### src/rtl/riscv_pkg.sv
// Shared core-level types: datapath width and the retirement trace record.
package riscv_pkg;

  localparam int XLEN = 32;

  typedef struct packed {
    logic [XLEN-1:0] pc;
    logic [XLEN-1:0] instr;
    logic [4:0]      rd;
    logic [XLEN-1:0] rd_data;
  } trace_entry_t;

endpackage

### src/rtl/trace_fifo.sv
// Generic synchronous first-word-fall-through FIFO; the head entry is
// visible on data_o whenever count_o is non-zero.
module trace_fifo #(
  parameter int  DEPTH     = 16,
  parameter type payload_t = logic [7:0],
  parameter int  AW        = $clog2(DEPTH),
  parameter int  CW        = $clog2(DEPTH) + 1
) (
  input  logic          clk_i,
  input  logic          rstn_i,
  input  logic          clear_i,
  input  logic          push_i,
  input  payload_t      data_i,
  input  logic          pop_i,
  output payload_t      data_o,
  output logic [CW-1:0] count_o
);

  payload_t        mem [DEPTH];
  logic [AW-1:0]   wr_ptr_reg;
  logic [AW-1:0]   rd_ptr_reg;
  logic [CW-1:0]   count_reg;

  // Storage carries no reset; contents are only observed while count is non-zero.
  always_ff @(posedge clk_i) begin
    if (push_i && !clear_i) begin
      mem[wr_ptr_reg] <= data_i;
    end
  end

  always_ff @(posedge clk_i or negedge rstn_i) begin
    if (!rstn_i) begin
      wr_ptr_reg <= '0;
      rd_ptr_reg <= '0;
      count_reg  <= '0;
    end else if (clear_i) begin
      wr_ptr_reg <= '0;
      rd_ptr_reg <= '0;
      count_reg  <= '0;
    end else begin
      if (push_i) wr_ptr_reg <= wr_ptr_reg + 1'b1;
      if (pop_i)  rd_ptr_reg <= rd_ptr_reg + 1'b1;
      case ({push_i, pop_i})
        2'b10:   count_reg <= count_reg + 1'b1;
        2'b01:   count_reg <= count_reg - 1'b1;
        default: count_reg <= count_reg;
      endcase
    end
  end

  assign data_o  = mem[rd_ptr_reg];
  assign count_o = count_reg;

endmodule

### src/rtl/commit_trace_buffer.sv
// Captures retired instructions into a FWFT FIFO for a slow trace sink,
// with x0 data masking, drop accounting and a 64-bit retirement counter.
module commit_trace_buffer
  import riscv_pkg::*;
#(
  parameter int DEPTH = 16,
  parameter int XLEN  = riscv_pkg::XLEN,
  parameter int CW    = $clog2(DEPTH) + 1
) (
  input  logic            clk_i,
  input  logic            rstn_i,
  input  logic            update_i,
  input  logic [XLEN-1:0] pc_i,
  input  logic [XLEN-1:0] instr_i,
  input  logic [4:0]      reg_addr_i,
  input  logic [XLEN-1:0] reg_data_i,
  input  logic            clear_i,
  output logic            trace_valid_o,
  input  logic            trace_ready_i,
  output logic [XLEN-1:0] trace_pc_o,
  output logic [XLEN-1:0] trace_instr_o,
  output logic [XLEN-1:0] trace_reg_data_o,
  output logic [4:0]      trace_reg_addr_o,
  output logic [CW-1:0]   count_o,
  output logic            full_o,
  output logic            empty_o,
  output logic            overflow_o,
  output logic [15:0]     drop_cnt_o,
  output logic [63:0]     instret_o
);

  trace_entry_t  push_entry;
  trace_entry_t  head_entry;
  logic [CW-1:0] count;
  logic          full;
  logic          valid;
  logic          push;
  logic          pop;
  logic          drop;
  logic          overflow_reg;
  logic [15:0]   drop_cnt_reg;
  logic [63:0]   instret_reg;

  assign full  = (count == CW'(DEPTH));
  assign valid = (count != '0);
  assign pop   = valid && trace_ready_i && !clear_i;
  // A full FIFO still accepts a commit when the head leaves in the same cycle.
  assign push  = update_i && !clear_i && (!full || pop);
  assign drop  = update_i && !clear_i && full && !pop;

  always_comb begin
    push_entry.pc      = pc_i;
    push_entry.instr   = instr_i;
    push_entry.rd      = reg_addr_i;
    push_entry.rd_data = (reg_addr_i == 5'd0) ? '0 : reg_data_i;
  end

  trace_fifo #(
    .DEPTH     (DEPTH),
    .payload_t (trace_entry_t)
  ) u_fifo (
    .clk_i   (clk_i),
    .rstn_i  (rstn_i),
    .clear_i (clear_i),
    .push_i  (push),
    .data_i  (push_entry),
    .pop_i   (pop),
    .data_o  (head_entry),
    .count_o (count)
  );

  always_ff @(posedge clk_i or negedge rstn_i) begin
    if (!rstn_i) begin
      overflow_reg <= 1'b0;
      drop_cnt_reg <= '0;
      instret_reg  <= '0;
    end else begin
      if (update_i) instret_reg <= instret_reg + 64'd1;
      if (clear_i) begin
        overflow_reg <= 1'b0;
        drop_cnt_reg <= '0;
      end else if (drop) begin
        overflow_reg <= 1'b1;
        if (drop_cnt_reg != 16'hFFFF) drop_cnt_reg <= drop_cnt_reg + 16'd1;
      end
    end
  end

  // Fields read as zero when no entry is present, so reset shows a clean bus.
  assign trace_valid_o    = valid;
  assign trace_pc_o       = valid ? head_entry.pc      : '0;
  assign trace_instr_o    = valid ? head_entry.instr   : '0;
  assign trace_reg_addr_o = valid ? head_entry.rd      : '0;
  assign trace_reg_data_o = valid ? head_entry.rd_data : '0;
  assign count_o          = count;
  assign full_o           = full;
  assign empty_o          = !valid;
  assign overflow_o       = overflow_reg;
  assign drop_cnt_o       = drop_cnt_reg;
  assign instret_o        = instret_reg;

endmodule

### config.mk
export PLATFORM = sky130hd
export DESIGN_NAME = commit_trace_buffer
export DESIGN_NICKNAME = d
export VERILOG_FILES = /design/src/rtl/riscv_pkg.sv /design/src/rtl/trace_fifo.sv /design/src/rtl/commit_trace_buffer.sv
export SDC_FILE = /design/constraint.sdc
export NUM_CORES = 1
export LEC_CHECK = 0
export CAP_MARGIN = 20
export CORE_UTILIZATION = 45
export CTS_BUF_LIST = sky130_fd_sc_hd__clkbuf_8
export DETAILED_ROUTE_END_ITERATION = 6
export HOLD_SLACK_MARGIN = 0.08
export MAX_ROUTING_LAYER = met4
export SLEW_MARGIN = 20
export SYNTH_ARGS = -nofsm -noshare
export SYNTH_HDL_FRONTEND = slang
export SYNTH_HIERARCHICAL = 1
export SYNTH_SLANG_ARGS = --single-unit
### constraint.sdc
create_clock -name clk_i -period 9.5 [get_ports clk_i]
set_clock_uncertainty 0.2 [all_clocks]
set_input_delay 2.375 -clock clk_i [delete_from_list [all_inputs] [get_ports clk_i]]
set_output_delay 2.375 -clock clk_i [all_outputs]
set_load 0.02 [all_outputs]
==> metrics.csv, run 1 <==
stage,metric,value,unit
run_status,status,"complete, no violations",
final_layout,largest_reg_flops,1616,
yosys,syn_nets,3221,
clock_tree,clock_sinks,1710,
timing,hold_ws,0.289,ns
yosys,yosys_warnings,6,
worst_hold_path,hold_class,reg -> reg,
yosys,async_reset_ff_share,5.50,%
worst_setup_path,worstSetupPathType,reg -> out,
clock_tree,postCtsHoldBufs,0,
floorplanning,start_util,45.4,%
timing,drv_slew,0,
clock_tree,cts_setup_buffers,0,
detailed_routing,wl_per_cell,26.9,um
grt,grt_pass1_wl,226000,um
clock_tree,clk_pin_slew,0.06,ns
power_and_ir_drop,p_per_area,213,mW/mm2
final_layout,fin_nets,3703,
worst_setup_path,cp-end-kind,output pin,
timing,period_needed,7.17,ns
clock_tree,clk_latency,1.00,ns
timing,max_slew_margin,26.9,%
grt,overflow,0,
yosys,syn-cell-area,0.0661,mm2
detailed_routing,vias_per_cell,5.75,
timing,rsz0062_at_grt,no,
timing,fmax,139,MHz
yosys,ys_seq_area_share,76.9,%
grt,grt_pass1_vias,34955,
floorplanning,die_h,385,um
clock_tree,cts_tree,yes,
timing,post-route-period-util,75.5,%
yosys,avgSynthCellArea,21.3,um2
detailed_routing,drt_iter0_markers,2656,
placement,portBuffers,295,
placement,place.gp.congestion,0.804,
yosys,synth_top_area_share,73.4,%
yosys,synth_area_leader_cell,edfxtp_1,
timing,setup_tns,0,ns
yosys,yosysMostFrequentCell,edfxtp_1,
clock_tree,cts_max_level,5,
placement,hpwlAfterDp,79500,um
floorplanning,fp.coreArea,0.146,mm2
worst_setup_path,start_kind,flip-flop,
power_and_ir_drop,finalPower,16300,uW
final_layout,drive_gt1_share,22.4,%
worst_setup_path,r2r_slack,4.64,ns
grt,grt_max_degree,148,
clock_tree,cts_buffer_depth,4,
placement,pre_cts_slack,2.58,ns
yosys,synth_ff_type,edfxtp_1,
final_layout,multi_input_area,0.0144,mm2
timing,final-setup-viol-count,0,
final_layout,nFillCells,11359,
final_layout,regArea,0.0509,mm2
floorplanning,rows,140,
yosys,synth_seq_cells,1710,
detailed_routing,vias,32819,
final_layout,top_register,u_fifo/mem,
grt,track_usage,21.5,%
timing,setup_ws,2.33,ns
yosys,syn_inst,3106,
clock_tree,cts_resized,0,
clock_tree,root_buffer,clkbuf_8,
clock_tree,cts_buffers,295,
detailed_routing,routed_wl,154000,um
floorplanning,num_io_pins,296,
detailed_routing,final_antenna_net_count,0,
yosys,synth_edf_count,1616,
floorplanning,fp.dieArea,0.149,mm2
yosys,yosys-top-cells-count,"edfxtp_1 (1616), mux4_2 (404), a22oi_1 (203), nand2_1 (147), and2_1 (123)",
worst_setup_path,worst-path-max-fanout,89,
job,drv_cap,0,
final_layout,area_growth,15.6,%
detailed_routing,detail_route.first_pass.iterations,6,
power_and_ir_drop,irDropWorstVdd,0.000157,V
grt,grt_antenna_before_repair,11,
timing,tightest_slew,1.09,ns
yosys,synth.distinct_cells,57,
yosys,ys_top_cells_by_area,"edfxtp_1 (73%), mux4_2 (14%), dfrtp_1 (3.6%)",
worst_setup_path,crit_required,6.93,ns
timing,hold_viol_final,0,
detailed_routing,drc,0,
worst_setup_path,arrival,4.60,ns
power_and_ir_drop,p_leak,0.0242,uW
floorplanning,die_width,385,um
==> per-stage QoR <==
stage	cell area [um2]	utilization, %	std cells
global placement	71200	48.9	5206
floorplan	66100	-	3106
finish	76500	52.5	5709
global route	76400	52.5	5706
detailed placement	71300	48.9	5207
CTS	76400	52.4	5700
==> report_power, final <==
part           internal, uW  total (uW)  switching [uW]
sequential             8300        8370            66.0
clock                  3120        5930            2810
combinational           933        1980            1040
total                 12400       16300            3920
==> cell type report <==
type / count / area share (%)
sequential: 1710 / 66.6
multi-input combinational: 1223 / 18.9
clock buffer: 305 / 5.49
timing repair buffer: 343 / 4.63
tap: 1917 / 3.14
clock inverter: 188 / 1.22
inverter: 15 / 0.0736
antenna: 8 / 0.0262
==> final timing paths <==
path / start / to / cells after the start
max reg2reg: u_fifo/count_o[1] / u_fifo/count_o[4] / 12
max in group asynchronous: rstn_i / u_fifo/rd_ptr_reg[0] / 2
min: instret_o[63] / instret_o[63] / 1
max: u_fifo/rd_ptr_reg[0] / trace_reg_data_o[28] / 6
min in group asynchronous: rstn_i / instret_o[55] / 1
min reg2reg: instret_o[63] / instret_o[63] / 1
==> critical path, stage by stage, from the launching register on <==
cell and delay, ns:
dfrtp_4 1.03, buf_12 0.55, mux4_2 0.59, a22oi_1 0.41, nand2_1 0.16, and2_1 0.16, clkdlybuf4s50_1 0.54
==> kinds of logic after synthesis <==
group	Yosys count	share of synthesized area (%)
multiplexers	410	13.8
XOR/XNOR	77	1.02
AND/OR/NAND/NOR	486	3.91
adder cells (fa/ha/maj)	9	0.170
buffers and inverters	173	1.43
AO/OA/AOI/OAI	241	2.70
flip-flops	1710	76.9
==> layer usage <==
metal / vias up / wire length (um) / track usage [%]
met3: 257 / 9390 / 4.32
met2: 1145 / 74400 / 33.4
met1: 17559 / 66800 / 29.2
li1: 13858 / - / -
met4: 0 / 3110 / 5.83
met5: - / 0 / -
==> cell usage in the layout (no fill, tap or decap), types with 9 or more instances in the layout <==
master	n
nor2b_2	11
and2_4	17
xnor2_1	41
nor2b_1	28
clkdlybuf4s50_1	294
xor2_1	36
ha_1	9
nand4_1	25
nand3_1	28
inv_1	89
buf_4	32
a22oi_1	203
mux4_2	404
buf_12	15
clkinv_1	74
edfxtp_1	1616
nor2_1	50
clkinv_2	26
and2_1	106
dfrtp_1	92
nor3_1	17
clkbuf_8	305
nand2_1	147
and3_1	14
(Power assumes the default switching activity.)
==> inputs of run 2 (changes only) <==
==> constraint.sdc (replaced) <==
create_clock -name clk_i -period 6.9 [get_ports clk_i]
set_clock_uncertainty 0.2 [all_clocks]
set_input_delay 1.725 -clock clk_i [delete_from_list [all_inputs] [get_ports clk_i]]
set_output_delay 1.725 -clock clk_i [all_outputs]
set_load 0.02 [all_outputs]
==> run 2 against run 1 <==
Worst hold slack worse by 0.0020 ns. Critical endpoint is now trace_pc_o[26]. Sequential cell count stayed put. Total power is 37% higher. Critical path type unchanged. Critical path depth stayed put. Setup slack worse by 1.5 ns. The flow now finishes with violations (design-rule violations). Final cell count is 0.37% higher. Clock power is 36% higher. Via count is 0.36% higher.
==> metrics.csv, run 2 (same netlist as run 1, synthesis figures left out) <==
stage,metric,value,unit,change
run_status,status,"finished, violations left",,
run_status,violations,design-rule violations,,
grt,overflow,0,,unchanged
grt,grt_pass1_vias,34708,,-0.71%
floorplanning,die_h,385,um,unchanged
power_and_ir_drop,p_leak,0.0244,uW,+0.69%
detailed_routing,routed_wl,155000,um,+1.2%
final_layout,drive_gt1_share,22.5,%,+0.12 points
clock_tree,cts_max_level,5,,unchanged
final_layout,regArea,0.0509,mm2,unchanged
final_layout,area_growth,16.2,%,
clock_tree,cts_resized,0,,unchanged
grt,grt_pass1_wl,228000,um,+0.71%
timing,setup_tns,0,ns,unchanged
placement,hpwlAfterDp,83400,um,+4.8%
grt,track_usage,21.7,%,+0.18 points
timing,drv_slew,0,,unchanged
timing,hold_viol_final,0,,unchanged
power_and_ir_drop,p_per_area,291,mW/mm2,+37%
placement,portBuffers,295,,unchanged
worst_setup_path,start_kind,flip-flop,,
final_layout,mostFrequentLayoutCells,"edfxtp_1 (1616), mux4_2 (404), clkbuf_8 (307)",,
clock_tree,cts_buffer_depth,4,,unchanged
timing,rsz0062_at_grt,no,,
floorplanning,fp.coreArea,0.146,mm2,unchanged
grt,grt_antenna_before_repair,13,,+2
placement,place.gp.congestion,0.824,,+2.4%
clock_tree,postCtsHoldBufs,0,,unchanged
final_layout,post-route-util,52.7,%,+0.28 points
final_layout,multi_input_area,0.0144,mm2,about the same
final_layout,nFillCells,11356,,-0.026%
grt,grt_max_degree,111,,-25%
timing,final-setup-viol-count,0,,unchanged
worst_setup_path,arrival,4.10,ns,-0.50 ns
clock_tree,cts_setup_buffers,0,,unchanged
timing,fmax,166,MHz,
worst_setup_path,crit_required,4.97,ns,-1.96 ns
placement,post_dp_cell_area,0.0717,mm2,+0.67%
worst_setup_path,worstSetupPathType,reg -> out,,
final_layout,top_register,u_fifo/mem,,
detailed_routing,vias_per_cell,5.75,,about the same
power_and_ir_drop,irDropWorstVdd,0.000228,V,+45%
clock_tree,clk_pin_slew,0.06,ns,about the same
worst_hold_path,hold_class,reg -> reg,,
detailed_routing,detail_route.first_pass.iterations,7,,+1
detailed_routing,wl_per_cell,27.1,um,+0.79%
worst_setup_path,worst-path-max-fanout,110,,+24%
floorplanning,fp.dieArea,0.149,mm2,unchanged
clock_tree,root_buffer,clkbuf_8,,
timing,max_slew_margin,21.9,%,-5.0 points
clock_tree,cts_tree,yes,,
placement,dp_cells,5223,,+0.31%
final_layout,layout.cells.non_filler,5730,,+0.37%
clock_tree,clock_sinks,1710,,unchanged
final_layout,largest_reg_flops,1616,,unchanged
floorplanning,num_io_pins,296,,unchanged
clock_tree,cts_buffers,296,,+0.34%
final_layout,final_common_cell,edfxtp_1,,
final_layout,fin_nets,3719,,+0.43%
power_and_ir_drop,finalPower,22400,uW,+37%
floorplanning,die_width,385,um,unchanged
detailed_routing,drt_iter0_markers,2778,,+4.6%
timing,period_needed,6.02,ns,
detailed_routing,drc,2,,+2
floorplanning,rows,140,,unchanged
clock_tree,clk_latency,0.98,ns,-0.02 ns
floorplanning,start_util,45.4,%,unchanged
timing,post-route-period-util,87.3,%,
detailed_routing,final_antenna_net_count,0,,unchanged
timing,tightest_slew,1.16,ns,+0.0681 ns
detailed_routing,vias,32938,,+0.36%
worst_setup_path,cp-end-kind,output pin,,
final_layout,fin_area,0.0769,mm2,+0.54%
job,drv_cap,0,,unchanged
-- run 2: path summary, 6_finish.rpt --
| check | end | cells after the start | startpoint | slack, ns |
|---|---|---|---|---|
| worst min-delay path | instret_o[63] | 1 | instret_o[63] | 0.29 |
| min in group asynchronous | instret_o[63] | 1 | rstn_i | 0.58 |
| worst max register to register | u_fifo/count_o[4] | 11 | u_fifo/count_o[1] | 2.64 |
| worst min register to register | instret_o[63] | 1 | instret_o[63] | 0.29 |
| max in group asynchronous | u_fifo/rd_ptr_reg[1] | 2 | rstn_i | 4.79 |
| worst max-delay path | trace_pc_o[26] | 6 | u_fifo/rd_ptr_reg[0] | 0.88 |
-- run 2: worst max-delay path, stage by stage, from the launching register on --
cell	delay (ns)
dfrtp_4	0.52
buf_12	0.60
mux4_2	0.65
a22oi_1	0.21
nand2_1	0.07
and2_1	0.26
clkdlybuf4s50_1	0.59
-- run 2: power breakdown --
| group | switching, uW | total, uW | internal [uW] | leakage, uW |
|---|---|---|---|---|
| Clock | 3870 | 8080 | 4210 | 0.00292 |
| Combinational | 1500 | 2780 | 1290 | 0.00567 |
| Sequential | 62.3 | 11500 | 11400 | 0.0158 |
-- run 2: per-stage QoR --
step                setup slack [ns]  hold WS, ns
global placement                1.21        0.264
CTS                            0.758        0.292
finish                         0.876        0.287
global route                   0.638        0.295
floorplan                      0.841        0.353
detailed placement              1.20        0.284
-- run 2: metal layers --
metal | vias to the layer above | wire [um] | track usage, %
met5 | - | 0 | -
met4 | 0 | 2070 | 5.02
met3 | 207 | 10300 | 4.32
met2 | 1206 | 77100 | 34.4
met1 | 17602 | 65900 | 29.2
li1 | 13923 | - | -
-- run 2: layout make-up --
cell class                      instances  share of cell area (%)
Antenna cell                           10                  0.0326
Clock buffer                          307                    5.50
Clock inverter                        190                    1.14
Inverter                               15                  0.0732
Multi-Input combinational cell       1223                    18.8
Sequential cell                      1710                    66.2
Tap cell                             1917                    3.12
Timing Repair Buffer                  358                    5.19
